===== src/rtl/breakout_pkg.sv =====
// rtl/breakout_pkg.sv - shared types and screen constants for the breakout game controller
package breakout_pkg;

    localparam int SCREEN_W = 640;
    localparam int SCREEN_H = 480;

    typedef enum logic [1:0] {
        ST_START     = 2'd0,
        ST_PLAYING   = 2'd1,
        ST_PAUSED    = 2'd2,
        ST_GAME_OVER = 2'd3
    } game_state_e;

    // Velocity is kept as sign + unsigned magnitude; DIR_NEG means left / up.
    typedef enum logic {
        DIR_POS = 1'b0,
        DIR_NEG = 1'b1
    } vel_dir_e;

    typedef struct packed {
        logic top;
        logic bottom;
        logic left;
        logic right;
        logic block;
        logic paddle;
    } col_flags_t;

    function automatic vel_dir_e flip_dir(input vel_dir_e d);
        return (d == DIR_POS) ? DIR_NEG : DIR_POS;
    endfunction

endpackage


===== src/rtl/breakout_collision_latch.sv =====
// rtl/breakout_collision_latch.sv - per-frame collision flag latches and paddle segment capture
module breakout_collision_latch
    import breakout_pkg::*;
#(
    parameter int SEG_W = 3
) (
    input  logic             clk_i,
    input  logic             rst_ni,
    input  logic             frame_pulse_i,
    input  logic             collision_i,
    input  col_flags_t       flags_i,
    input  logic [SEG_W-1:0] segment_i,
    output col_flags_t       flags_o,
    output logic [SEG_W-1:0] segment_o
);

    col_flags_t       flags_q;
    logic [SEG_W-1:0] segment_q;

    // Frame clear has priority so the game logic never sees next-frame hits early.
    always_ff @(posedge clk_i) begin
        if (!rst_ni) begin
            flags_q   <= '0;
            segment_q <= '0;
        end else begin
            if (frame_pulse_i) begin
                flags_q <= '0;
            end else if (collision_i) begin
                flags_q <= flags_q | flags_i;
            end
            if (flags_i.paddle) begin
                segment_q <= segment_i;
            end
        end
    end

    assign flags_o   = flags_q;
    assign segment_o = segment_q;

endmodule


===== src/rtl/breakout_game_ctrl.sv =====
// rtl/breakout_game_ctrl.sv - breakout game FSM, ball/paddle kinematics, lives and speed level
// Optional speed levels enabled by defining BREAKOUT_SPEEDUP_EN.
module breakout_game_ctrl
    import breakout_pkg::*;
#(
    parameter int FRAC_BITS      = 2,
    parameter int VEL_W          = 5,
    parameter int LIVES          = 3,
    parameter int NUM_SEGMENTS   = 6,
    parameter int BASE_VEL_Y     = 4,
    parameter int INITIAL_VEL_X  = 4,
    parameter int PADDLE_WIDTH   = 64,
    parameter int PADDLE_SPEED   = 2,
    parameter int BORDER_WIDTH   = 8,
    parameter int BALL_SIZE      = 4,
    parameter int SERVE_Y        = 448,
    parameter int OOB_Y          = 476,
    parameter int HITS_PER_LEVEL = 8,
    parameter int MAX_LEVEL      = 3,
    localparam int LIVES_W       = $clog2(LIVES + 1),
    localparam int SEG_W         = $clog2(NUM_SEGMENTS)
) (
    input  logic               clk,
    input  logic               nRst,
    input  logic               frame_pulse,
    input  logic               btn_action,
    input  logic               btn_left,
    input  logic               btn_right,
    input  logic               btn_pause,
    input  logic               cmd_stop_game,
    input  logic               collision,
    input  logic               block_collision,
    input  logic               paddle_collision,
    input  logic [SEG_W-1:0]   paddle_segment,
    input  logic               ball_top_col,
    input  logic               ball_left_col,
    input  logic               ball_bottom_col,
    input  logic               ball_right_col,
    output logic [9:0]         ball_x,
    output logic [8:0]         ball_y,
    output logic [9:0]         paddle_x,
    output logic [1:0]         game_state,
    output logic [LIVES_W-1:0] lives,
    output logic [1:0]         speed_level,
    output logic               ball_out_of_bounds,
    output logic               latched_ball_block_collision,
    output logic               reset_state
);

    localparam int PX_W = 10 + FRAC_BITS;
    localparam int PY_W = 9 + FRAC_BITS;
    localparam int HALF = NUM_SEGMENTS / 2;

    localparam logic [9:0]         PADDLE_MIN   = 10'(BORDER_WIDTH);
    localparam logic [9:0]         PADDLE_MAX   = 10'(SCREEN_W - BORDER_WIDTH - PADDLE_WIDTH);
    localparam logic [9:0]         PADDLE_STEP  = 10'(PADDLE_SPEED);
    localparam logic [9:0]         PADDLE_RESET = 10'(SCREEN_W / 2 - PADDLE_WIDTH / 2);
    localparam logic [9:0]         SERVE_OFF    = 10'(PADDLE_WIDTH / 2 - BALL_SIZE / 2);
    localparam logic [8:0]         SERVE_ROW    = 9'(SERVE_Y);
    localparam logic [8:0]         OOB_ROW      = 9'(OOB_Y);
    localparam logic [LIVES_W-1:0] LIVES_INIT   = LIVES_W'(LIVES);
    localparam logic [VEL_W-1:0]   VEL_X_INIT   = VEL_W'(INITIAL_VEL_X);

    game_state_e        state_q;
    logic [LIVES_W-1:0] lives_q;
    logic [1:0]         level_q;
    logic [9:0]         paddle_x_q, paddle_x_d;
    logic [PX_W-1:0]    pos_x_q, pos_x_d;
    logic [PY_W-1:0]    pos_y_q, pos_y_d;
    vel_dir_e           dir_x_q, dir_x_d, dir_y_q, dir_y_d;
    logic [VEL_W-1:0]   mag_x_q, mag_x_d, vel_y_mag;
    logic               pause_prev_q, reset_state_q, pause_edge;

    col_flags_t         col_in, lat;
    logic [SEG_W-1:0]   lat_seg;
    int                 seg_idx;

    assign col_in = '{top: ball_top_col, bottom: ball_bottom_col, left: ball_left_col,
                      right: ball_right_col, block: block_collision, paddle: paddle_collision};

    breakout_collision_latch #(.SEG_W(SEG_W)) u_latch (
        .clk_i         (clk),
        .rst_ni        (nRst),
        .frame_pulse_i (frame_pulse),
        .collision_i   (collision),
        .flags_i       (col_in),
        .segment_i     (paddle_segment),
        .flags_o       (lat),
        .segment_o     (lat_seg)
    );

    assign seg_idx    = int'(lat_seg);
    assign pause_edge = btn_pause & ~pause_prev_q;

    always_comb begin
        paddle_x_d = paddle_x_q;
        if (btn_left && !btn_right) begin
            paddle_x_d = (paddle_x_q < PADDLE_MIN + PADDLE_STEP) ? PADDLE_MIN : paddle_x_q - PADDLE_STEP;
        end else if (btn_right && !btn_left) begin
            paddle_x_d = (paddle_x_q > PADDLE_MAX - PADDLE_STEP) ? PADDLE_MAX : paddle_x_q + PADDLE_STEP;
        end
    end

    // Reflection is resolved first, then the ball moves with the new velocity.
    always_comb begin
        dir_x_d = dir_x_q;
        dir_y_d = dir_y_q;
        mag_x_d = mag_x_q;
        if (lat.paddle && lat.bottom) begin
            dir_y_d = DIR_NEG;
            if (seg_idx < NUM_SEGMENTS) begin
                if (seg_idx < HALF) begin
                    dir_x_d = DIR_NEG;
                    mag_x_d = VEL_W'(HALF - seg_idx);
                end else begin
                    dir_x_d = DIR_POS;
                    mag_x_d = VEL_W'(seg_idx - HALF + 1);
                end
            end
        end else if (lat.top ^ lat.bottom) begin
            dir_y_d = flip_dir(dir_y_q);
        end else if (lat.left ^ lat.right) begin
            dir_x_d = flip_dir(dir_x_q);
        end
        pos_x_d = (dir_x_d == DIR_NEG) ? pos_x_q - PX_W'(mag_x_d) : pos_x_q + PX_W'(mag_x_d);
        pos_y_d = (dir_y_d == DIR_NEG) ? pos_y_q - PY_W'(vel_y_mag) : pos_y_q + PY_W'(vel_y_mag);
    end

`ifdef BREAKOUT_SPEEDUP_EN
    localparam int               HITS_W    = $clog2(HITS_PER_LEVEL + 1);
    localparam logic [HITS_W-1:0] HITS_LAST = HITS_W'(HITS_PER_LEVEL - 1);
    localparam logic [1:0]        LEVEL_MAX = 2'(MAX_LEVEL);

    logic [HITS_W-1:0] hits_q;
    logic              level_clr, level_hit;

    assign level_clr = frame_pulse &&
                       ((((state_q == ST_PLAYING) || (state_q == ST_PAUSED)) && cmd_stop_game) ||
                        ((state_q == ST_GAME_OVER) && btn_action));
    assign level_hit = frame_pulse && (state_q == ST_PLAYING) && !cmd_stop_game &&
                       !ball_out_of_bounds && !pause_edge && lat.block;

    always_ff @(posedge clk) begin
        if (!nRst || level_clr) begin
            hits_q  <= '0;
            level_q <= 2'd0;
        end else if (level_hit) begin
            if (hits_q == HITS_LAST) begin
                hits_q <= '0;
                if (level_q != LEVEL_MAX) begin
                    level_q <= level_q + 2'd1;
                end
            end else begin
                hits_q <= hits_q + HITS_W'(1);
            end
        end
    end

    assign vel_y_mag = VEL_W'(BASE_VEL_Y) + VEL_W'(level_q);
`else
    assign level_q   = 2'd0;
    assign vel_y_mag = VEL_W'(BASE_VEL_Y);
`endif

    always_ff @(posedge clk) begin
        if (!nRst) begin
            state_q       <= ST_START;
            lives_q       <= LIVES_INIT;
            paddle_x_q    <= PADDLE_RESET;
            pos_x_q       <= {PADDLE_RESET + SERVE_OFF, {FRAC_BITS{1'b0}}};
            pos_y_q       <= {SERVE_ROW, {FRAC_BITS{1'b0}}};
            dir_x_q       <= DIR_POS;
            dir_y_q       <= DIR_NEG;
            mag_x_q       <= VEL_X_INIT;
            pause_prev_q  <= 1'b0;
            reset_state_q <= 1'b0;
        end else begin
            reset_state_q <= 1'b0;
            if (frame_pulse) begin
                pause_prev_q <= btn_pause;
                if ((state_q == ST_START) || (state_q == ST_PLAYING)) begin
                    paddle_x_q <= paddle_x_d;
                end
                case (state_q)
                    ST_START: begin
                        if (btn_action) begin
                            state_q <= ST_PLAYING;
                            dir_x_q <= DIR_POS;
                            dir_y_q <= DIR_NEG;
                            mag_x_q <= VEL_X_INIT;
                            pos_x_q <= {paddle_x_d + SERVE_OFF, {FRAC_BITS{1'b0}}};
                            pos_y_q <= {SERVE_ROW, {FRAC_BITS{1'b0}}};
                        end
                    end
                    ST_PLAYING: begin
                        if (cmd_stop_game) begin
                            state_q <= ST_START;
                            lives_q <= LIVES_INIT;
                        end else if (ball_out_of_bounds) begin
                            if (lives_q > LIVES_W'(1)) begin
                                lives_q <= lives_q - LIVES_W'(1);
                                state_q <= ST_START;
                            end else begin
                                lives_q       <= '0;
                                state_q       <= ST_GAME_OVER;
                                reset_state_q <= 1'b1;
                            end
                        end else if (pause_edge) begin
                            state_q <= ST_PAUSED;
                        end else begin
                            dir_x_q <= dir_x_d;
                            dir_y_q <= dir_y_d;
                            mag_x_q <= mag_x_d;
                            pos_x_q <= pos_x_d;
                            pos_y_q <= pos_y_d;
                        end
                    end
                    ST_PAUSED: begin
                        if (cmd_stop_game) begin
                            state_q <= ST_START;
                            lives_q <= LIVES_INIT;
                        end else if (pause_edge) begin
                            state_q <= ST_PLAYING;
                        end
                    end
                    default: begin
                        if (btn_action) begin
                            state_q <= ST_START;
                            lives_q <= LIVES_INIT;
                        end
                    end
                endcase
            end
        end
    end

    // While serving the ball rides on the paddle rather than its own position.
    assign ball_x = (state_q == ST_START) ? paddle_x_q + SERVE_OFF : pos_x_q[PX_W-1:FRAC_BITS];
    assign ball_y = (state_q == ST_START) ? SERVE_ROW : pos_y_q[PY_W-1:FRAC_BITS];

    assign paddle_x                     = paddle_x_q;
    assign game_state                   = state_q;
    assign lives                        = lives_q;
    assign speed_level                  = level_q;
    assign ball_out_of_bounds           = (state_q == ST_PLAYING) && (ball_y >= OOB_ROW);
    assign latched_ball_block_collision = lat.block;
    assign reset_state                  = reset_state_q;

endmodule

===== config.mk =====
export PLATFORM = sky130hd
export DESIGN_NAME = breakout_game_ctrl
export DESIGN_NICKNAME = d
export VERILOG_FILES = /design/src/rtl/breakout_pkg.sv /design/src/rtl/breakout_collision_latch.sv /design/src/rtl/breakout_game_ctrl.sv
export SDC_FILE = /design/constraint.sdc
export NUM_CORES = 1
export LEC_CHECK = 0
export ABC_AREA = 1
export ABC_CLOCK_PERIOD_IN_PS = 2900
export BUFFER_PORTS_ARGS = -buffer_cell sky130_fd_sc_hd__buf_2
export CORE_ASPECT_RATIO = 0.9
export CORE_MARGIN = 5
export CORE_UTILIZATION = 53
export DETAILED_ROUTE_END_ITERATION = 8
export MAX_ROUTING_LAYER = met4
export PLACE_DENSITY = 0.77
export RECOVER_POWER = 25
export SETUP_SLACK_MARGIN = 0.15
export SLEW_MARGIN = 20
export SYNTH_ARGS = -nofsm -noshare
export SYNTH_HDL_FRONTEND = slang
export SYNTH_SLANG_ARGS = --single-unit

===== constraint.sdc =====
create_clock -name clk -period 2.9 [get_ports clk]
set_input_delay 0.29 -clock clk [delete_from_list [all_inputs] [get_ports clk]]
set_output_delay 0.29 -clock clk [all_outputs]
set_load 0.005 [all_outputs]

Word-level counts from Yosys, hierarchy flattened:

Cells that the tools add are included.

* register bits after elaboration: 55
* bits of input ports: 18
* logic and storage cells: 132

* add/sub/neg operators: 12
* magnitude comparators: 6
* equal/unequal tests: 10
* multiplexer cells: 61
* bitwise gates (word level): 10
* reduce and logical (&&, ||, !) cells: 16

Operator list (count)
* $mux W12: 5
* $mux W11: 5
* $mux W10: 5
* $mux W5: 7
* $mux W2: 13
* $pmux W12 S2: 1
* $pmux W11 S2: 1
* $add A10 B5 Y10 const B: 2
* $mux W1: 18
* $add A12 B5 Y12: 1
* $pmux W2 S3: 2
* $sub A12 B5 Y12: 1
* $add A11 B3 Y11 const B: 1
* $sub A11 B3 Y11 const B: 1
* $add A10 B2 Y10 const B: 1
* $gt A10 B10 Y1 const B: 1
* $lt A10 B4 Y1 const B: 1
* $ne A2 B2 Y1 const B: 5
* $pmux W5 S2: 1
* $reduce_and A5 Y1: 2
* $sub A10 B2 Y10 const B: 1
* $ge A9 B9 Y1 const B: 1
* $mux W9: 1
* $ne A3 B3 Y1 const B: 2
* 25 further kinds: 36

Longest topological paths before layout:

* depth after elaboration: 11
* gate-level depth with buffers: 22
* depth with buffers taken out: 22

Cells and area by module:

Synthesis repeated with hierarchy kept, for this count alone.

* cell total of the unflattened synthesis: 670
* area, all modules: 4262.8 um2

By module, submodules not included
* breakout_game_ctrl: instances 1, cells an instance 626, area each 3935.0 um2, seq. area each 880.8 um2
* breakout_collision_latch: instances 1, cells an instance 44, area each 327.8 um2, seq. area each 180.2 um2

Least setup slack after synthesis:

OpenSTA, ideal clock, no wires.

* path kind: reg-to-reg
* start point: register u_latch.flags_q, in the netlist u_latch.flags_o[4]
* end point: register pos_x_q[9]
* library setup time: 0.074 ns
* data arrival time: 2.712 ns
* required time: 2.826 ns
* path slack: 0.114 ns
* stages on the path, launching flop included: 20
* buffers on the path: 0
* period minus slack after synthesis: 2.786 ns
* cell sequence: dfxtp_1 > nand2_1 > inv_2 > nand2_1 > nand2_2 > o21ai_2 > ha_1 > nand2_1 > nor2_1 > ha_1 > o21ai_0 > ha_1 > nand2_1 > nand2_1 > a31oi_1 > nand2_1 > a21oi_1 > xor2_1 > nand2_1 > a31oi_1

* longest elaborated chain between the ends: 8
* elaborated cells on any way between the ends: 12
* classes of those cells: 2 x add/sub; 8 x mux; 1 x bitwise; 1 x reduce/logical

Ends and longest elaborated chain
* start, declared: RTL line breakout_collision_latch.sv:17 `col_flags_t flags_q;`
* start signal, assigned: RTL line breakout_collision_latch.sv:29 `flags_q <= flags_q | flags_i;`
* $logic_and A1 B1 Y1 or $xor A1 B1 Y1 (tied branches): RTL line breakout_game_ctrl.sv:109, breakout_game_ctrl.sv:120
* $mux W5 or $mux W1 (tied branches): RTL line breakout_game_ctrl.sv:109, breakout_game_ctrl.sv:120
* $add A12 B5 Y12 (tied with other cells): RTL line breakout_game_ctrl.sv:125 `pos_x_d = (dir_x_d == DIR_NEG) ? pos_x_q - PX_W'(mag_x_d) : pos_x_q + PX_W'(mag_x_d);`
* $mux W12 (*): RTL line breakout_game_ctrl.sv:125
* $mux W12 (*): RTL line breakout_game_ctrl.sv:208 `end else if (pause_edge) begin`
* $mux W12 (*): RTL line breakout_game_ctrl.sv:199 `end else if (ball_out_of_bounds) begin`
* $mux W12 (*): RTL line breakout_game_ctrl.sv:196 `if (cmd_stop_game) begin`
* $pmux W12 S2 (*): RTL line breakout_game_ctrl.sv:184 `case (state_q)`
* end signal, assigned: RTL line breakout_game_ctrl.sv:170 `pos_x_q <= {PADDLE_RESET + SERVE_OFF, {FRAC_BITS{1'b0}}};`
* end signal, assigned: RTL line breakout_game_ctrl.sv:191 `pos_x_q <= {paddle_x_d + SERVE_OFF, {FRAC_BITS{1'b0}}};`
* end signal, assigned: RTL line breakout_game_ctrl.sv:214 `pos_x_q <= pos_x_d;`
* end, declared: RTL line breakout_game_ctrl.sv:68 `logic [PX_W-1:0] pos_x_q, pos_x_d;`

Mark *: on every way between the ends. The rest lies on a longest branch, timed or not. The select of a mux whose other input is x is not followed.
A chain may end at the register's enable or synchronous reset.

Worst setup path after layout:

* start point: register u_latch.flags_q, in the netlist u_latch.flags_o[4]
* end point: register pos_x_q[8]

The elaborated chain is that of the path after synthesis.

==> results.md <==
| Parameter | This run | Unit |
|:---|:---|:---|
| Outcome | finished, final reports clean | - |
| Sink of the worst hold path | u_latch.flags_o[5]$_SDFFE_PP0P_ | - |
| Combined area of all synthesized cells | 4344 | um^2 |
| Initial DRC Count | 256 | - |
| Total number of nets in the final design | 779 | - |
| Antenna Nets Post-Route | 0 | - |
| Maximum Capacitance Violations | 0 | - |
| Clock tree from TritonCTS | done | - |
| Clock Pin Slew Worst Setup and Hold Paths | 120 | ps |
| Placed Area | 4720 | um^2 |
| Mean post-synth cell area | 6.474 | um^2 |
| Gpl congestion | 0.9819 | - |
| Count of final hold-check violations | 0 | - |
| Area of the core region | 8029 | um^2 |
| Sinks on the clock net | 53 | - |
| Largest net degree at the start of global routing | 26 | - |
| Final cell count without fillers | 835 | - |
| Count of cells along the worst register-to-register path | 21 | - |
| Vias in the first global route | 4,207 | - |
| Power share of the sequential group | 32.8 | % |
| Latest clock arrival within the worst-skew pair | 330 | ps |
| Highest achievable clock rate | 0.3507 | GHz |
| Global router's overall resource usage | 24.46 | % |
| TNS Setup | 0 | ps |
| Hold path cells | 3 | - |
| Worst EP arrival | 3080 | ps |
| Switching power total | 1183 | uW |
| Gate count of the mapped netlist | 671 | - |
| First-pass GRT wire length | 19.84 | mm |
| Xor/xnor cell area share of the yosys netlist | 4.032 | % |
| Warning count from the yosys run | 0 | - |
| Worst path required time | 3130 | ps |
| Final setup violating endpoints | 0 | - |
| Largest family of logic cells by synthesized area | simple AND/OR/NAND/NOR gates | - |
| Max-slew violation count | 0 | - |
| Max transition margin | 60.69 | % |
| Total power divided by cell area | 518.4 | nW/um^2 |
| Fraction of final layout cells sized beyond drive strength 1 | 24.18 | % |
| I/O pins | 56 | - |
| Worst R2R Setup Slack | 50 | ps |
| Final Instance Area | 5119 | um^2 |
| Hpwl dp | 9.097 | mm |
| Final period demand of the worst path | 2852 | ps |
| Net switching share of the total power | 44.58 | % |
| Fin Clk Skew | 8.567 | ps |
| Cts bufs inserted | 5 | - |
| Maximum vdd drop | 0.0002415 | V |
| Peak fanout along the critical path | 4 | - |
| Dpl cells | 817 | - |
| Top library cells by usage in the layout, fill and taps aside | nand2_1, inv_1, a21oi_1 | - |
| Root buffer cell | clkbuf_8 | - |
| Transition time at the pin with the least slew margin | 589.7 | ps |
| Bufs on Longest Clock Path | 2 | - |
| Mux share of post-synthesis cell area | 0 | % |
| Share of power burned in the clock network | 17.9 | % |
| Sequential-to-total area share from yosys stat | 24.42 | % |
| Number of unique standard cell types used by synthesis | 51 | - |
| P&R area growth vs syn | 17.83 | % |
| Synthesized-area fraction occupied by ao, oa, aoi and oai cells | 19.18 | % |
| Vias per inst | 5.507 | - |
| Start point of the worst hold path | ball_top_col | - |
| Length of the first detailed-routing pass in iterations | 5 | - |
| Via count | 4,598 | - |
| Simple-gate share of the synthesized area | 32.86 | % |
| Diodes inserted | 0 | - |
| Static Leak | 0.002423 | uW |
| Critical path capture point type | register | - |
| Total overflow reported by the global router | 0 | - |
| Start of the worst register-to-register path | u_latch.flags_o[4]$_SDFFE_PP0P_ | - |
| H-tree depth | 2 | - |
| HP Class | primary input to register | - |
| Starting density of the core | 54.11 | % |
| Most common cell after layout, fill and taps aside | nand2_1 | - |
| Overall die width | 105.4 | um |
| CP startpoint kind | register | - |
| Die Ht | 95.89 | um |
| # port buffers | 53 | - |
| Tcrit/Tclk final | 98.34 | % |
| Internal Dissipation | 1471 | uW |
| Setup repair after global routing missed its margin | true | - |
| Routed wire length per instance | 14.85 | um |
| Combinational share of power | 49.3 | % |
| # DRC | 0 | - |
| Initial antenna violation count | 0 | - |
| Number of synthesized register bits | 53 | - |
| Adder-cell share of the synthesized area | 7.834 | % |
| Floorplan row count | 31 | - |
| Die area | 10,110 | um^2 |
| Path type of the worst setup path | register to register | - |
| Total Wirelength | 12.40 | mm |
| Crit. Startpoint | u_latch.flags_o[4]$_SDFFE_PP0P_ | - |
| Worst R2R End | pos_x_q[8]$_SDFFE_PN0P_ | - |
## what timing repair did
action | 4_1_cts | 5_1_grt
resized for setup | 17 | 46
setup endpoints to repair | 8 | 14
buffers inserted | 8 | 2
hold buffers | 0 | 0
pin swaps | 22 | 22
## registers in the layout, summed over array words and instances, names as in the netlist
register / cells
mag_x_q: 5
pos_x_q: 12
u_latch.flags_o: 6
paddle_x: 10
game_state: 2
pause_prev_q: 1
pos_y_q: 9
lives: 2
u_latch.segment_o: 3
reset_state: 1
dir_y_q: 1
dir_x_q: 1
## worst max path at each step
stage                               endpoint  slack (ps)  depth (start not counted)
CTS                  pos_x_q[9]$_SDFFE_PN0P_          70                         19
detailed placement  pos_x_q[10]$_SDFFE_PN1P_         -70                         20
finish               pos_x_q[8]$_SDFFE_PN0P_          50                         21
floorplan            pos_x_q[9]$_SDFFE_PN0P_         180                         19
global route        pos_x_q[11]$_SDFFE_PN0P_        -160                         22
global placement    pos_x_q[11]$_SDFFE_PN0P_          20                         20
## cell families after synthesis
logic type | count (synthesis)
simple gates | 309
compound gates | 143
buf+inv | 119
flops | 53
fa+ha+maj | 26
xor+xnor | 20
other cells | 1
## critical path, stage by stage (launching register included)
cell	delay, ps
dfxtp_4	400
nand2_4	80
nor2_2	130
inv_2	60
nand2_1	80
nand2_2	80
inv_2	80
ha_4	140
nand2_4	50
nor2_4	100
ha_4	210
o21ai_2	150
ha_1	210
nand2_1	100
o21ai_1	210
a21oi_2	60
o21bai_1	180
a21oi_1	80
o21ai_0	110
nand2_1	90
a21oi_1	120
nor2_1	50
## routing by layer
metal	part of all wire (%)	GRT usage, %	up-vias
met1	45	32.04	2103
met5	0	-	-
met2	48	40.71	162
li1	-	-	2314
met3	6.4	3.286	19
met4	1.1	5.137	0
## cell usage after synthesis (all sizes together)
library cell / n / area (um^2)
nand4: 5 / 37.53
a21oi: 58 / 309.0
xor2: 16 / 140.1
a211oi: 2 / 15.01
ha: 24 / 300.3
inv: 96 / 360.4
o22ai: 5 / 31.28
nand3: 51 / 277.8
o211ai: 6 / 45.04
clkbuf: 8 / 30.03
xnor2: 4 / 35.03
o31ai: 3 / 22.52
nor4: 2 / 12.51
a32oi: 1 / 8.760
clkinv: 1 / 3.750
a21o: 1 / 7.510
a21boi: 2 / 18.77
nor2: 68 / 342.8
fa: 2 / 40.04
or2: 6 / 37.54
nor3: 8 / 45.04
nand3b: 2 / 15.01
a31oi: 7 / 58.81
o21bai: 5 / 41.29
nand2: 167 / 659.4
dfxtp: 53 / 1061
o21ai: 51 / 259.0
conb: 1 / 3.750
buf: 14 / 108.9
o221ai: 1 / 8.760
o21a: 1 / 7.510
## power by group through the flow
stage	combinational, uW	sequential [uW]	clock, uW
2_1_floorplan	884	849	0
3_3_place_gp	1150	877	0
3_5_place_dp	1170	880	0
4_1_cts	1210	865	478
5_1_grt	1460	879	516
6_report	1310	870	475
## per-stage QoR
stage	worst slack, ps	utilization, %	total power, uW	hold slack (ps)
2_1_floorplan	181.8	-	1732	420.3
3_3_place_gp	20.59	58.78	2026	444.5
3_5_place_dp	-69.70	58.78	2052	449.4
4_1_cts	67.21	61.43	2548	183.9
5_1_grt	-159.2	63.75	2853	173.2
6_report	48.18	63.75	2653	183.9
## area by class of cell
class	count	area [um^2]
Inverter	97	366.6
Clock inverter	3	28.78
Clock buffer	5	68.82
Multi-Input combinational cell	500	3019
Sequential cell	53	1067
Tap cell	99	123.9
Timing Repair Buffer	78	444.2
Fill cell	716	2910
No activity file was read; power rests on OpenSTA's default activity.
